`src/rtl/mem_access_pkg.sv`:
```
// ============================================================================
// Module      : mem_access_pkg
// Description : Shared constants for the load/store unit: memory operation
//               codes, write-enable levels, FSM state encodings and small
//               helpers for access classification and address alignment.
// Revision    : 1.0 - initial release
// ============================================================================
`default_nettype none

package mem_access_pkg;

  // Memory operation codes delivered by the execute stage
  localparam logic [3:0] MEM_NOP = 4'd0;
  localparam logic [3:0] MEM_LB  = 4'd1;
  localparam logic [3:0] MEM_LBU = 4'd2;
  localparam logic [3:0] MEM_LH  = 4'd3;
  localparam logic [3:0] MEM_LHU = 4'd4;
  localparam logic [3:0] MEM_LW  = 4'd5;
  localparam logic [3:0] MEM_SB  = 4'd6;
  localparam logic [3:0] MEM_SH  = 4'd7;
  localparam logic [3:0] MEM_SW  = 4'd8;

  localparam logic [31:0] ZERO          = 32'd0;
  localparam logic        WRITE_ENABLE  = 1'b1;
  localparam logic        WRITE_DISABLE = 1'b0;

  // FSM state encodings
  localparam logic [1:0] ST_IDLE = 2'd0;
  localparam logic [1:0] ST_REQ  = 2'd1;
  localparam logic [1:0] ST_WAIT = 2'd2;

  function automatic logic is_load(input logic [3:0] op);
    return (op == MEM_LB) || (op == MEM_LBU) || (op == MEM_LH) ||
           (op == MEM_LHU) || (op == MEM_LW);
  endfunction

  // Low address bits rounded down to the natural alignment of the access
  function automatic logic [1:0] align_lo(input logic [3:0] op, input logic [1:0] lo);
    logic [1:0] res;
    case (op)
      MEM_LH, MEM_LHU, MEM_SH: res = {lo[1], 1'b0};
      MEM_LW, MEM_SW:          res = 2'b00;
      default:                 res = lo;
    endcase
    return res;
  endfunction

  function automatic logic is_misaligned(input logic [3:0] op, input logic [1:0] lo);
    return align_lo(op, lo) != lo;
  endfunction

endpackage

`default_nettype wire

```
`src/rtl/mem_load_align.sv`:
```
// ============================================================================
// Module      : mem_load_align
// Description : Combinational load formatter. Picks the addressed byte or
//               halfword out of the bus read word and sign/zero-extends it.
// Ports       : op      - memory operation code
//               addr_lo - address bits [1:0] (already aligned)
//               rdata   - raw 32-bit bus read data
//               load_data - extended 32-bit writeback value
// Revision    : 1.0 - initial release
// ============================================================================
`default_nettype none

module mem_load_align
  import mem_access_pkg::*;
(
  input  logic [3:0]  op,
  input  logic [1:0]  addr_lo,
  input  logic [31:0] rdata,
  output logic [31:0] load_data
);

  logic [7:0]  w_byte;
  logic [15:0] w_half;

  always_comb begin
    w_byte = 8'd0;
    case (addr_lo)
      2'd0:    w_byte = rdata[7:0];
      2'd1:    w_byte = rdata[15:8];
      2'd2:    w_byte = rdata[23:16];
      default: w_byte = rdata[31:24];
    endcase
  end

  assign w_half = addr_lo[1] ? rdata[31:16] : rdata[15:0];

  always_comb begin
    load_data = rdata;
    case (op)
      MEM_LB:  load_data = {{24{w_byte[7]}}, w_byte};
      MEM_LBU: load_data = {24'd0, w_byte};
      MEM_LH:  load_data = {{16{w_half[15]}}, w_half};
      MEM_LHU: load_data = {16'd0, w_half};
      default: load_data = rdata;
    endcase
  end

endmodule

`default_nettype wire

```
`src/rtl/mem_access.sv`:
```
// ============================================================================
// Module      : mem_access
// Description : Load/store stage. Accepts one operation at a time from
//               execute, runs a request/grant/response bus transaction for
//               memory ops and returns a registered one-cycle writeback.
//               Non-memory ops pass straight through with one-cycle latency.
//               A WAIT-state counter aborts a transaction that never gets a
//               response and flags it on bus_err_out.
// Macro       : MISALIGN_TRAP_EN - when defined, misaligned LH/LHU/SH/LW/SW
//               are trapped (misalign_out) instead of being force-aligned.
// Ports       : clk_in, reset_in (async, active-high)
//               valid_in/ready_out, mem_op_in, mem_addr_in, mem_data_in,
//               mem_we_in, reg_we_in/reg_waddr_in/reg_wdata_in - upstream
//               bus_req_out, bus_we_out, bus_addr_out, bus_wdata_out,
//               bus_be_out, bus_gnt_in, bus_rvalid_in, bus_rdata_in - data bus
//               valid_out, reg_we_out, reg_waddr_out, reg_wdata_out,
//               bus_err_out, [misalign_out] - writeback
// Revision    : 1.0 - initial release
// ============================================================================
`default_nettype none

module mem_access
  import mem_access_pkg::*;
#(
  parameter int TIMEOUT_CYCLES = 16
) (
  input  logic        clk_in,
  input  logic        reset_in,
  input  logic        valid_in,
  output logic        ready_out,
  input  logic [3:0]  mem_op_in,
  input  logic [31:0] mem_addr_in,
  input  logic [31:0] mem_data_in,
  input  logic        mem_we_in,
  input  logic        reg_we_in,
  input  logic [4:0]  reg_waddr_in,
  input  logic [31:0] reg_wdata_in,
  output logic        bus_req_out,
  output logic        bus_we_out,
  output logic [31:0] bus_addr_out,
  output logic [31:0] bus_wdata_out,
  output logic [3:0]  bus_be_out,
  input  logic        bus_gnt_in,
  input  logic        bus_rvalid_in,
  input  logic [31:0] bus_rdata_in,
  output logic        valid_out,
  output logic        reg_we_out,
  output logic [4:0]  reg_waddr_out,
  output logic [31:0] reg_wdata_out,
`ifdef MISALIGN_TRAP_EN
  output logic        misalign_out,
`endif
  output logic        bus_err_out
);

  localparam int CNT_W = $clog2(TIMEOUT_CYCLES + 1);
  localparam logic [CNT_W-1:0] C_CNT_LAST = CNT_W'(TIMEOUT_CYCLES - 1);

  logic [1:0]       r_state;
  logic [3:0]       r_op;
  logic [31:0]      r_addr;
  logic [31:0]      r_data;
  logic             r_we;
  logic [4:0]       r_waddr;
  logic [CNT_W-1:0] r_cnt;

  logic             w_accept;
  logic             w_trap;
  logic [1:0]       w_lo_in;
  logic [31:0]      w_load;

  assign w_accept = valid_in && (r_state == ST_IDLE);

`ifdef MISALIGN_TRAP_EN
  assign w_lo_in = mem_addr_in[1:0];
  assign w_trap  = (mem_op_in != MEM_NOP) && is_misaligned(mem_op_in, mem_addr_in[1:0]);
`else
  // Misaligned accesses are silently rounded down to their natural alignment
  assign w_lo_in = align_lo(mem_op_in, mem_addr_in[1:0]);
  assign w_trap  = 1'b0;
`endif

  mem_load_align u_load_align (
    .op        (r_op),
    .addr_lo   (r_addr[1:0]),
    .rdata     (bus_rdata_in),
    .load_data (w_load)
  );

  always_ff @(posedge clk_in or posedge reset_in) begin
    if (reset_in) begin
      r_state       <= ST_IDLE;
      r_op          <= MEM_NOP;
      r_addr        <= ZERO;
      r_data        <= ZERO;
      r_we          <= WRITE_DISABLE;
      r_waddr       <= 5'd0;
      r_cnt         <= '0;
      valid_out     <= 1'b0;
      reg_we_out    <= WRITE_DISABLE;
      reg_waddr_out <= 5'd0;
      reg_wdata_out <= ZERO;
      bus_err_out   <= 1'b0;
`ifdef MISALIGN_TRAP_EN
      misalign_out  <= 1'b0;
`endif
    end else begin
      // Writeback strobes are single-cycle pulses
      valid_out   <= 1'b0;
      reg_we_out  <= WRITE_DISABLE;
      bus_err_out <= 1'b0;
`ifdef MISALIGN_TRAP_EN
      misalign_out <= 1'b0;
`endif
      case (r_state)
        ST_IDLE: begin
          if (w_accept) begin
            if (mem_op_in == MEM_NOP) begin
              valid_out     <= 1'b1;
              reg_we_out    <= reg_we_in;
              reg_waddr_out <= reg_waddr_in;
              reg_wdata_out <= reg_wdata_in;
            end else if (w_trap) begin
              valid_out     <= 1'b1;
              reg_waddr_out <= reg_waddr_in;
              reg_wdata_out <= ZERO;
`ifdef MISALIGN_TRAP_EN
              misalign_out  <= 1'b1;
`endif
            end else begin
              r_op    <= mem_op_in;
              r_addr  <= {mem_addr_in[31:2], w_lo_in};
              r_data  <= mem_data_in;
              r_we    <= mem_we_in;
              r_waddr <= reg_waddr_in;
              r_state <= ST_REQ;
            end
          end
        end
        ST_REQ: begin
          if (bus_gnt_in) begin
            r_cnt   <= '0;
            r_state <= ST_WAIT;
          end
        end
        ST_WAIT: begin
          if (bus_rvalid_in) begin
            valid_out     <= 1'b1;
            reg_we_out    <= is_load(r_op);
            reg_waddr_out <= r_waddr;
            reg_wdata_out <= is_load(r_op) ? w_load : ZERO;
            r_state       <= ST_IDLE;
          end else if (r_cnt == C_CNT_LAST) begin
            valid_out     <= 1'b1;
            bus_err_out   <= 1'b1;
            reg_waddr_out <= r_waddr;
            reg_wdata_out <= ZERO;
            r_state       <= ST_IDLE;
          end else begin
            r_cnt <= r_cnt + CNT_W'(1);
          end
        end
        default: r_state <= ST_IDLE;
      endcase
    end
  end

  assign ready_out    = (r_state == ST_IDLE);
  assign bus_req_out  = (r_state == ST_REQ);
  assign bus_we_out   = r_we;
  assign bus_addr_out = {r_addr[31:2], 2'b00};

  always_comb begin
    bus_be_out    = 4'b0000;
    bus_wdata_out = ZERO;
    case (r_op)
      MEM_SB: begin
        bus_be_out    = 4'b0001 << r_addr[1:0];
        bus_wdata_out = {4{r_data[7:0]}};
      end
      MEM_SH: begin
        bus_be_out    = 4'b0011 << {r_addr[1], 1'b0};
        bus_wdata_out = {2{r_data[15:0]}};
      end
      MEM_SW: begin
        bus_be_out    = 4'b1111;
        bus_wdata_out = r_data;
      end
      MEM_LB, MEM_LBU, MEM_LH, MEM_LHU, MEM_LW: bus_be_out = 4'b1111;
      default: bus_be_out = 4'b0000;
    endcase
  end

endmodule

`default_nettype wire

```
`config.mk`:
```
export PLATFORM = sky130hd
export DESIGN_NAME = mem_access
export DESIGN_NICKNAME = d
export VERILOG_FILES = /design/src/rtl/mem_access_pkg.sv /design/src/rtl/mem_load_align.sv /design/src/rtl/mem_access.sv
export SDC_FILE = /design/constraint.sdc
export NUM_CORES = 1
export LEC_CHECK = 0
export BUFFER_PORTS_ARGS = -buffer_cell sky130_fd_sc_hd__buf_2
export CAP_MARGIN = 20
export CORE_ASPECT_RATIO = 1.75
export CORE_UTILIZATION = 25
export DETAILED_ROUTE_END_ITERATION = 7
export GPL_ROUTABILITY_DRIVEN = 0
export GPL_TIMING_DRIVEN = 1
export PLACE_DENSITY = 0.46
export SYNTH_ARGS = -nofsm -noshare
export SYNTH_HDL_FRONTEND = slang
export SYNTH_HIERARCHICAL = 1
export SYNTH_SLANG_ARGS = --single-unit
```
`constraint.sdc`:
```
create_clock -name clk_in -period 5.7 [get_ports clk_in]
set_input_delay 1.425 -clock clk_in [delete_from_list [all_inputs] [get_ports clk_in]]
set_output_delay 1.425 -clock clk_in [all_outputs]
set_load 0.05 [all_outputs]
```
Word-level counts from Yosys, hierarchy flattened
Index checks and enable logic that the tools add are counted.

cells by class
  add/sub/neg operators = 1
  eq/ne operators = 25
  shift-type cells = 2
  multiplexer cells = 38
  bitwise logic cells = 1
  reduce and logical (&&, ||, !) cells = 17

operators by type and width
  operator                                                                 number
  32-bit two-way mux                                                       5
  32-bit one-hot mux with 4 select lines                                   1
  32-bit one-hot mux with 3 select lines                                   1
  32-bit one-hot mux with 2 select lines                                   1
  5-bit two-way mux                                                        7
  4-bit by 3-bit equality test with 1-bit output, second input constant    7
  8-bit one-hot mux with 3 select lines                                    1
  5-bit one-hot mux with 2 select lines                                    2
  16-bit two-way mux                                                       1
  4-bit by 2-bit equality test with 1-bit output, second input constant    3
  4-bit one-hot mux with 3 select lines                                    1
  4-bit AND reduction                                                      3
  2-bit two-way mux                                                        5
  1-bit two-way mux                                                        9
  4-bit equality test, second input constant                               2
  2-bit by 1-bit inequality test with 1-bit output, second input constant  3
  2-bit inequality test, second input constant                             3
  2-bit one-hot mux with 3 select lines                                    1
  6-bit OR reduction                                                       1
  5-bit by 1-bit adder with 5-bit output, second input constant            1
  5-bit by 4-bit equality test with 1-bit output, second input constant    1
  2-bit by 1-bit equality test with 1-bit output, second input constant    2
  2-bit equality test, second input constant                               2
  4-bit by 1-bit equality test with 1-bit output, second input constant    1
  14 further kinds                                                         20

word-level totals
  flip-flop bits (word level) = 121
  input bits = 144
  output and inout port bits = 111
  word-level logic and storage cells = 96

Logic depth before layout (Yosys ltp)
Gate-level depths: netlist of run 1.

  depth after elaboration = 8
  gate-level depth with buffers = 8
  depth with buffers taken out = 7

Hierarchy
Netlist of run 1, hierarchy kept.

by module, submodules not included
  module          instances  cells each  area an instance (um2)  seq. area each (um2)
  mem_access      1          597         5816.8                  3027.9
  mem_load_align  1          120         1021.0                  0.0

Worst setup path before layout of run 1
No wires, ideal clock.

  kind = reg2out
  from = register r_op[0]
  to = output port bus_wdata_out[24]
  arrival = 2.228 ns
  data required time = 4.275 ns
  path slack = 2.047 ns
  stages on the path, launching flop included = 5
  buffers on the path = 2
  path through = dfrtp_1 -> clkbuf_1 -> buf_1 -> mux2i_1 -> o21ai_0

on the way
  longest elaborated chain between the ends = 2
  elaborated cells between the ends (all ways) = 4
  classes of those cells = 3 x eq/ne; 1 x mux

ends and longest elaborated chain
  item                                                                                          RTL line           RTL
  start: declaration                                                                            mem_access.sv:60   logic [3:0] r_op;
  start signal: assignment                                                                      mem_access.sv:131  r_op <= mem_op_in;
  4-bit equality test / 4-bit by 3-bit equality test with 1-bit output (equally long branches)  mem_access.sv:176  case (r_op)
  32-bit one-hot mux with 3 select lines (*)                                                    mem_access.sv:176
  end: declaration                                                                              mem_access.sv:41   output logic [31:0] bus_wdata_out,

Mark *: on every way between the ends. The rest lies on a longest branch, timed or not.

Worst setup path in the final report of run 1
  from = register r_op[1]
  to = output port bus_wdata_out[9]

Same word-level chain as after synthesis.

==> results.json, run 1 <==
{
  "coreArea_sq_um": 26700,
  "endpoint": "bus_wdata_out[9]",
  "ys_warn_count": 6,
  "placed_area_sq_um": 8090,
  "finalNetCount": 1063,
  "grt_first_pass_wirelength_mm": 35.6,
  "p_seq_share_pct": 26.6,
  "timing.final.crit_share_pct": 75.9,
  "fmax_mhz": 231,
  "clkSlewWorstSetupHoldPaths_ps": 50,
  "synthArstFlopShare_pct": 100,
  "relSlewSlack_pct": 29.9,
  "r2r_setup_slack_ps": 2810,
  "synth_simple_gate_area_share_pct": 18.4,
  "wire_per_inst_um": 19.1,
  "holdBufCountCts": 0,
  "tightestPinTransition_ps": 1050,
  "dp_hpwl_mm": 17.8,
  "crit_arrival_ps": 2900,
  "yosys.area_share.adder_pct": 0.366,
  "r2r-end": "reg_wdata_out[6]",
  "drcViolationCount": 0,
  "ys_seq_area_share_pct": 44.3,
  "rows": 79,
  "initial_utilization_pct": 25.6,
  "via_count": 5963,
  "skew_ps": 7.75,
  "r2r_cells": 5,
  "status": "finished clean",
  "r2r_start": "r_op[1]",
  "p_sw_mw": 3.13,
  "grt_pass1_vias": 6089,
  "switching_share_pct": 52.2,
  "synth_top_family_by_area": "simple AND/OR/NAND/NOR gates",
  "diodes": 0,
  "root_buffer": "clkbuf_16",
  "leakage_nw": 4.43,
  "netlist_instances": 717,
  "finalHoldViolCount": 0,
  "final_max_slew_viol_count": 0,
  "power.density_nw_per_um2": 688,
  "endpoint_kind": "output pin",
  "fill_cells": 2858,
  "fin_setup_tns_ps": 0,
  "die_h_um": 221,
  "cts_buffers": 17,
  "grt_max_degree": 54,
  "clockBufferDepth": 2,
  "clock_power_share_pct": 18.3,
  "critPathKind": "register to output pin",
  "p_comb_share_pct": 55.1,
  "routed_wl_mm": 23.9,
  "synth.area.mux_share_pct": 13.0,
  "avgSynthCellArea_sq_um": 9.54,
  "synth-main-ff-cell": "dfrtp_1",
  "drt_iter0_markers": 370,
  "ant_nets": 0,
  "post-route-min-period_ps": 4320,
  "finalSetupViolCount": 0,
  "power.total_mw": 5.99,
  "ys_seq_elements": 121,
  "synthesis.area_sq_um": 6840,
  "startpoint": "r_op[1]",
  "post_cts_resized": 0,
  "die_x_um": 127,
  "critPathRequiredTime_ps": 4280,
  "cts_num_sinks": 121,
  "drv_cap": 0,
  "vias_per_cell": 4.76,
  "synth_edf_count": 0,
  "whs_ps": 465,
  "die_area_sq_um": 28000,
  "ir_worst_vdd_v": 0.000224,
  "drive_above_1_share_pct": 38.3,
  "synth_compound_gate_area_share_pct": 14.9,
  "io_buffer_count": 252,
  "cts_tree": "built",
  "yosysUniqueCellTypes": 52,
  "ctsHtreeMaxLevel": 4,
  "globalRoute.totalOverflow": 0,
  "hp-class": "register to register",
  "fin_area_sq_um": 8710,
  "io-pin-count": 255,
  "intPower_mw": 2.86,
  "synth_xor_area_share_pct": 0.384,
  "dr.pass1.iters": 4,
  "antenna_found_initial": 0,
  "rsz0062_at_grt": "no",
  "cts_setup_buffers": 0,
  "critPathLaunchType": "register",
  "areaGrowthSynthToFinish_pct": 27.4,
  "cp_max_fo": 15,
  "insertion_delay_ps": 420,
  "grt_usage_pct": 17.2
}
-- critical path: stages, from the launching register on --
cell     delay (ps)
dfrtp_1         700
and2_1          350
nor2b_1         550
a21o_1          420
a22o_1          200
buf_2           260
-- routing by layer --
| layer | GRT usage, % | share of wire (%) |
|---|---|---|
| met1 | 18.0 | 37 |
| met3 | 3.87 | 5.4 |
| met2 | 32.3 | 54 |
| met4 | 7.90 | 2.8 |
| met5 | 0 | 0 |
-- worst min-delay path by stage --
stage | startpoint | to | slack [ps] | cells after the start
6_report | r_addr[5] | r_addr[5] | 470 | 2
2_1_floorplan | r_waddr[0] | r_waddr[0] | 440 | 2
3_5_place_dp | r_addr[28] | r_addr[28] | 460 | 2
4_1_cts | r_addr[28] | r_addr[28] | 470 | 2
3_3_place_gp | r_addr[28] | r_addr[28] | 450 | 2
5_1_grt | r_addr[27] | r_addr[27] | 490 | 2
-- registers in the layout, indices dropped and copies added, names as in the netlist --
name and flops:
r_addr 32, reg_wdata_out 32, r_waddr 5, reg_we_out 1
r_state 2, reg_waddr_out 5, bus_we_out 1, r_op 4
bus_err_out 1, r_cnt 5, valid_out 1, r_data 32
-- synth_stat cells (all sizes together) (8+ instances only) --
master / count / area, sq um
nand3: 12 / 65.1
mux2: 49 / 552
o211ai: 16 / 120
nand2: 227 / 852
clkbuf: 19 / 71.3
buf: 63 / 444
o21ai: 19 / 95.1
and2: 10 / 62.6
inv: 18 / 67.6
dfrtp: 121 / 3030
nor2: 9 / 33.8
mux2i: 12 / 133
o2bb2ai: 16 / 140
a22o: 48 / 420
mux4: 8 / 206
a31oi: 12 / 75.1
-- metrics by stage --
| step | util (%) | std cells | worst slack (ps) |
|---|---|---|---|
| global route | 32.6 | 1254 | 1180 |
| finish | 32.6 | 1254 | 1380 |
| CTS | 32.5 | 1253 | 1310 |
| global placement | 30.3 | 1221 | 1780 |
| detailed placement | 30.3 | 1221 | 1720 |
| floorplan | - | 718 | 1060 |
-- power by group through the flow --
stage                     clock, mW  combinational [mW]  sequential (mW)
after floorplan                   0                2.26             1.93
after global placement            0                3.31             1.62
after detailed placement          0                3.32             1.62
after CTS                      1.14                3.33             1.61
after global routing           1.16                3.53             1.65
final                          1.10                3.30             1.59
-- cells by family after synthesis --
kind of cell,after synthesis
mux,69
fa+ha+maj,2
simple gates,286
buf+inv,101
other cells,1
xor+xnor,3
flops,121
compound gates,134
-- final cells by class --
class | count | area, sq um | area share [%]
clock buffer | 21 | 470 | 5.40
clock inverter | 11 | 121 | 1.39
inverter | 19 | 73.8 | 0.847
multi-input combinational | 496 | 3260 | 37.4
sequential | 121 | 3030 | 34.8
tap | 324 | 405 | 4.65
timing repair buffer | 262 | 1360 | 15.6
-- layout by cell type, fill, tap and decap left out, drive strengths merged, types with 7 or more instances in the layout --
master,instances
mux2i,12
nand3,12
nand2,227
inv,18
and2,10
mux4,8
o2bb2ai,16
clkbuf,21
a31oi,12
a22o,48
buf,262
o311ai,7
o211ai,16
dfrtp,121
a21oi,7
nor2,9
o21ai,19
mux2,49
Power figures use the tool's default switching activity.
==> run 2: changes to the inputs <==
--- a/config.mk
+++ b/config.mk
@@ -5,6 +5,7 @@
 export SDC_FILE = /design/constraint.sdc
 export NUM_CORES = 1
 export LEC_CHECK = 0
+export ABC_AREA = 1
 export BUFFER_PORTS_ARGS = -buffer_cell sky130_fd_sc_hd__buf_2
 export CAP_MARGIN = 20
 export CORE_ASPECT_RATIO = 1.75
==> constraint.sdc (replaced) <==
create_clock -name clk_in -period 4 [get_ports clk_in]
set_input_delay 1 -clock clk_in [delete_from_list [all_inputs] [get_ports clk_in]]
set_output_delay 1 -clock clk_in [all_outputs]
set_load 0.05 [all_outputs]
==> run 2 against run 1 <==
Clock-buffer cell count increased by 1; non-clock buffer count is 7 higher; sequential power is 37% higher; register-to-register slack got worse by 1300 ps; flip-flop and latch count is the same; synthesized area is 4.8% higher; design area is 4.7% higher.
==> results.json, run 2 <==
{
  "status": "finished clean",
  "leakage_nw": 5.01,
  "drv_cap": 0,
  "grt_usage_pct": 17.7,
  "finalSetupViolCount": 0,
  "final_cells": 1606,
  "areaGrowthSynthToFinish_pct": 27.3,
  "post-route-min-period_ps": 3440,
  "globalRoute.totalOverflow": 0,
  "final_common_cell": "nand2_1",
  "die_h_um": 226,
  "register_area_sq_um": 3030,
  "antenna_found_initial": 3,
  "p_comb_share_pct": 56.6,
  "critPathKind": "register to output pin",
  "synth_most_common_cell": "nand2_1",
  "hp-class": "register to register",
  "ir_worst_vdd_v": 0.000379,
  "final_cell_mix": "310 x nand2_1, 252 x buf_2, 168 x nor2_1",
  "diodes": 0,
  "post_cts_resized": 0,
  "avgSynthCellArea_sq_um": 7.07,
  "met3_length_mm": 1.38,
  "final_max_slew_viol_count": 0,
  "cts_tree": "built",
  "crit_path_top_delay_cell": "nor2_1",
  "rsz0062_at_grt": "no",
  "synthesis.area_sq_um": 7170,
  "cp_common_cell": "nor2_1",
  "cts_buffers": 17,
  "cts_num_sinks": 121,
  "yosysUniqueCellTypes": 34,
  "clkSlewWorstSetupHoldPaths_ps": 60,
  "synth_edf_count": 0,
  "ant_nets": 0,
  "top_layer": "met5",
  "switching_share_pct": 53.7,
  "clockBufferDepth": 2,
  "holdBufCountCts": 0,
  "endpoint_kind": "output pin",
  "drt_iter0_markers": 275,
  "met2WireLength_mm": 13.4,
  "cp_max_fo": 12,
  "crit_arrival_ps": 2440,
  "yosys-top-cells-area": "dfrtp_1 42%, nand2_1 16%, nor2_1 8.8%",
  "die_x_um": 130,
  "timing.final.crit_share_pct": 85.9,
  "netlist_top_cells_count": "310 x nand2_1, 168 x nor2_1, 121 x dfrtp_1",
  "clock_power_share_pct": 18.5,
  "grt_pass1_vias": 7107,
  "largestRegisters": "r_addr: 32 flops, r_data: 32 flops, reg_wdata_out: 32 flops",
  "placedCellCount": 1575,
  "ctsHtreeMaxLevel": 4,
  "drive_above_1_share_pct": 28.7,
  "cts_setup_buffers": 0,
  "r2r_cells": 13,
  "dr.pass1.iters": 4,
  "io_buffer_count": 252,
  "drcViolationCount": 0,
  "finalHoldViolCount": 0,
  "synth_top_cell_area_share_pct": 42.2,
  "fin_setup_tns_ps": 0,
  "p_seq_share_pct": 25.0,
  "crit_chain": "inv_1 > nand3_1 > nor2_1 > buf_4 > nor2_1 > o21ai_0 > buf_2",
  "grt_first_pass_wirelength_mm": 38.7,
  "synth-main-ff-cell": "dfrtp_1",
  "synthArstFlopShare_pct": 100,
  "fmax_mhz": 291,
  "grt_max_degree": 100,
  "tightestPinTransition_ps": 718,
  "skew_ps": 6.37,
  "io-pin-count": 255,
  "relSlewSlack_pct": 52.0,
  "multi_input_area_sq_um": 3250,
  "ys_seq_elements": 121,
  "insertion_delay_ps": 430,
  "fill_cells": 3114,
  "wire_per_inst_um": 15.4,
  "p_sw_mw": 4.69,
  "coreArea_sq_um": 28100,
  "routed_wl_mm": 24.8,
  "power.density_nw_per_um2": 959,
  "rows": 81,
  "dp_hpwl_mm": 19.0,
  "die_area_sq_um": 29400,
  "ys_warn_count": 6,
  "critPathLaunchType": "register",
  "ys_seq_area_share_pct": 42.2,
  "via_count": 6995,
  "synth_top_cell_by_area": "dfrtp_1",
  "hold_depth": 2,
  "wl_met1_mm": 9.30,
  "initial_utilization_pct": 25.5,
  "finalNetCount": 1368,
  "critPathMaxStageDelay_ps": 460,
  "root_buffer": "clkbuf_16",
  "netlist_instances": 1014,
  "intPower_mw": 4.05,
  "vias_per_cell": 4.36,
  "critPathRequiredTime_ps": 3000
}
[run 2: changes by cell type in the layout (fill, tap and decap cells not counted), moves of 12 or more]
| cell | previous run | this run |
|---|---|---|
| mux2_2 | 49 | 0 |
| inv_1 | 17 | 81 |
| a31oi_1 | 12 | 0 |
| o21ai_0 | 18 | 55 |
| nor2_1 | 9 | 168 |
| nand2_1 | 227 | 310 |
| o211ai_1 | 16 | 0 |
| nand3_1 | 11 | 119 |
| nor2_2 | 0 | 21 |
| a22o_1 | 48 | 0 |
| o2bb2ai_1 | 16 | 0 |
[run 2: cell families after synthesis]
logic type / count (synthesis) / synth area share, %
fa+ha+maj: 2 / 0.349
compound gates: 71 / 5.20
simple gates: 651 / 39.6
flops: 121 / 42.2
other cells: 1 / 0.0523
buf+inv: 168 / 12.5
[run 2: worst paths after layout]
check / startpoint / endpoint / slack [ps]
max: r_op[3] / bus_wdata_out[14] / 560
max reg2reg: r_cnt[0] / reg_wdata_out[26] / 1560
min in group asynchronous: reset_in / r_data[23] / 610
min reg2reg: r_addr[17] / r_addr[17] / 470
max in group asynchronous: reset_in / r_addr[24] / 2750
min: r_addr[17] / r_addr[17] / 470
[run 2: cell type report]
| class | instances | share of cell area (%) |
|---|---|---|
| multi-input combinational | 726 | 35.6 |
| tap | 373 | 5.12 |
| clock inverter | 8 | 1.30 |
| timing repair buffer | 269 | 15.9 |
| inverter | 87 | 3.64 |
| clock buffer | 22 | 5.31 |
| sequential | 121 | 33.2 |
[run 2: routing by layer]
metal,vias to the layer above,GRT usage (%)
li1,3540,-
met1,3194,18.4
met2,225,33.0
met3,34,4.48
met4,2,7.50
met5,-,0
[run 2: metrics by stage]
| step | hold slack [ps] | cell area [sq um] | worst slack [ps] | util, % | power (mW) |
|---|---|---|---|---|---|
| floorplan | 442 | 7170 | 855 | - | 6.16 |
| global placement | 450 | 8470 | 1150 | 30.2 | 7.17 |
| detailed placement | 456 | 8490 | 1040 | 30.2 | 7.18 |
| CTS | 473 | 9090 | 545 | 32.4 | 8.85 |
| global route | 485 | 9120 | 329 | 32.5 | 9.40 |
| finish | 465 | 9120 | 565 | 32.5 | 8.75 |
[run 2: power by group through the flow]
| stage | logic (mW) | registers (mW) | clock network (mW) |
|---|---|---|---|
| 3_5_place_dp | 4.98 | 2.20 | 0 |
| 6_report | 4.95 | 2.18 | 1.62 |
| 2_1_floorplan | 3.38 | 2.78 | 0 |
| 4_1_cts | 4.99 | 2.19 | 1.67 |
| 5_1_grt | 5.43 | 2.26 | 1.71 |
| 3_3_place_gp | 4.98 | 2.20 | 0 |
[run 2: worst max-delay path: cells and delay by family, from the launching register on]
kind | cells | cell delay, ps
flip-flops | 1 | 420
AO/OA/AOI/OAI | 1 | 190
buffers and inverters | 3 | 530
AND/OR/NAND/NOR | 3 | 860
==> run 3: changes to the inputs <==
--- a/config.mk
+++ b/config.mk
@@ -5,7 +5,6 @@
 export SDC_FILE = /design/constraint.sdc
 export NUM_CORES = 1
 export LEC_CHECK = 0
-export ABC_AREA = 1
 export BUFFER_PORTS_ARGS = -buffer_cell sky130_fd_sc_hd__buf_2
 export CAP_MARGIN = 20
 export CORE_ASPECT_RATIO = 1.75
==> run 3 against run 2 <==
Flip-flop and latch count stayed put; clock power hardly changed; largest power group unchanged; via count is 13% lower; highest routed layer unchanged; sequential share of layout area is 1.1 points higher; critical endpoint is now bus_wdata_out[8]; clock-buffer cell count is 2 higher; sequential power hardly changed; non-clock buffer count is 1 higher; clock skew is 2.3 ps higher.
==> results.json, run 3 (synthesis results as in run 1) <==
{
  "ir_worst_vdd_v": 0.000392,
  "clkSlewWorstSetupHoldPaths_ps": 60,
  "fill_cells": 2823,
  "cts_num_sinks": 121,
  "finalNetCount": 1071,
  "critPathRequiredTime_ps": 3000,
  "areaGrowthSynthToFinish_pct": 29.2,
  "final_cells": 1265,
  "critPathKind": "register to output pin",
  "largestRegisters": "r_addr: 32 flops, r_data: 32 flops, reg_wdata_out: 32 flops",
  "endpoint_kind": "output pin",
  "leakage_nw": 4.49,
  "cts_buffers": 17,
  "globalRoute.totalOverflow": 0,
  "drive_above_1_share_pct": 38.4,
  "tightestPinTransition_ps": 779,
  "clock_power_share_pct": 19.1,
  "crit_chain": "and2_1 > nand2b_1 > nor2_1 > a22o_1 > buf_2",
  "cpLargestDelayFamily": "simple AND/OR/NAND/NOR gates",
  "fin_setup_tns_ps": 0,
  "io-pin-count": 255,
  "placedCellCount": 1229,
  "fmax_mhz": 274,
  "relSlewSlack_pct": 47.4,
  "status": "finished clean",
  "power.density_nw_per_um2": 977,
  "critPathMaxStageDelay_ps": 580,
  "p_seq_share_pct": 25.7,
  "cp.buffers_inverters": 1,
  "holdBufCountCts": 0,
  "drv_cap": 0,
  "finalSetupViolCount": 0,
  "dr.pass1.iters": 5,
  "via_count": 6057,
  "cts_tree": "built",
  "initial_utilization_pct": 25.6,
  "timing.final.crit_share_pct": 91.3,
  "grt_pass1_vias": 6101,
  "drcViolationCount": 0,
  "multi_input_area_sq_um": 3260,
  "finalHoldViolCount": 0,
  "root_buffer": "clkbuf_16",
  "final_max_slew_viol_count": 0,
  "skew_ps": 8.66,
  "drt_iter0_markers": 405,
  "coreArea_sq_um": 26700,
  "final_common_cell": "buf_2",
  "clockBufferDepth": 2,
  "crit_arrival_ps": 2650,
  "die_h_um": 221,
  "cp_max_fo": 11,
  "p_sw_mw": 4.42,
  "antenna_found_initial": 6,
  "cts_setup_buffers": 0,
  "grt_usage_pct": 17.0,
  "placed_area_sq_um": 8190,
  "crit_path_top_delay_cell": "nor2_1",
  "wire_per_inst_um": 18.6,
  "routed_wl_mm": 23.5,
  "io_buffer_count": 252,
  "p_comb_share_pct": 55.2,
  "dp_hpwl_mm": 17.6,
  "die_area_sq_um": 28000,
  "post-route-min-period_ps": 3650,
  "switching_share_pct": 51.2,
  "hp-class": "register to register",
  "post_cts_resized": 0,
  "critPathLaunchType": "register",
  "fin_area_sq_um": 8830,
  "whs_ps": 467,
  "ant_nets": 0,
  "register_area_sq_um": 3030,
  "rsz0062_at_grt": "no",
  "die_x_um": 127,
  "intPower_mw": 4.22,
  "final_cell_mix": "252 x buf_2, 227 x nand2_1, 121 x dfrtp_1",
  "insertion_delay_ps": 430,
  "ctsHtreeMaxLevel": 4,
  "grt_first_pass_wirelength_mm": 35.2,
  "vias_per_cell": 4.79,
  "rows": 79,
  "grt_max_degree": 49
}
run 3: cell count changes in the layout (fill, tap and decap cells not counted), sizes merged, moves of 12 or more:
cell and delta:
nand2 -93, mux2i +12, nand3 -120, a31oi +12
inv -67, mux2 +49, nor2 -184, o2bb2ai +16
o211ai +16, a22o +48, o21ai -37
run 3: metrics by stage:
stage / setup WS (ps) / total power [mW] / util (%)
6_report: 350 / 8.63 / 33.1
5_1_grt: 67.8 / 9.15 / 33.1
4_1_cts: 231 / 8.76 / 33.0
3_5_place_dp: 725 / 7.05 / 30.7
3_3_place_gp: 782 / 7.04 / 30.7
2_1_floorplan: 772 / 5.98 / -
run 3: path summary, 6_finish.rpt:
check	startpoint	end	slack, ps	cells after the start
max	r_op[2]	bus_wdata_out[8]	350	5
min	r_addr[22]	r_addr[22]	470	2
max reg2reg	r_op[0]	reg_wdata_out[3]	1430	6
min reg2reg	r_addr[22]	r_addr[22]	470	2
max in group asynchronous	reset_in	r_addr[15]	2720	3
min in group asynchronous	reset_in	r_data[5]	620	2
run 3: layout make-up:
class | count | share of cell area, %
diodes | 3 | 0.0850
flip-flops and latches | 121 | 34.3
repair buffers | 270 | 16.4
inverters | 19 | 0.850
multi-input cells | 496 | 36.9
well taps | 324 | 4.59
clock inverters | 8 | 1.61
clock buffers | 24 | 5.34
run 3: worst register-to-register path, delay by kind of cell, from the launching register on:
| kind | cells | cell delay [ps] |
|---|---|---|
| mux | 1 | 270 |
| simple gates | 1 | 450 |
| flops | 1 | 410 |
| compound gates | 3 | 1080 |
| buf+inv | 1 | 250 |
run 3: power by group through the flow:
stage | registers, mW | logic (mW) | clock network, mW
after detailed placement | 2.24 | 4.81 | 0
final | 2.21 | 4.77 | 1.65
after floorplan | 2.75 | 3.23 | 0
after CTS | 2.23 | 4.83 | 1.71
after global placement | 2.24 | 4.80 | 0
after global routing | 2.29 | 5.10 | 1.75
run 3: layer usage:
layer / track usage, % / routed length [um] / up-vias
li1: - / - / 2879
met1: 17.6 / 8540 / 2882
met2: 31.2 / 12700 / 248
met3: 5.17 / 1520 / 42
met4: 8.17 / 739 / 6
met5: 0 / 30 / -
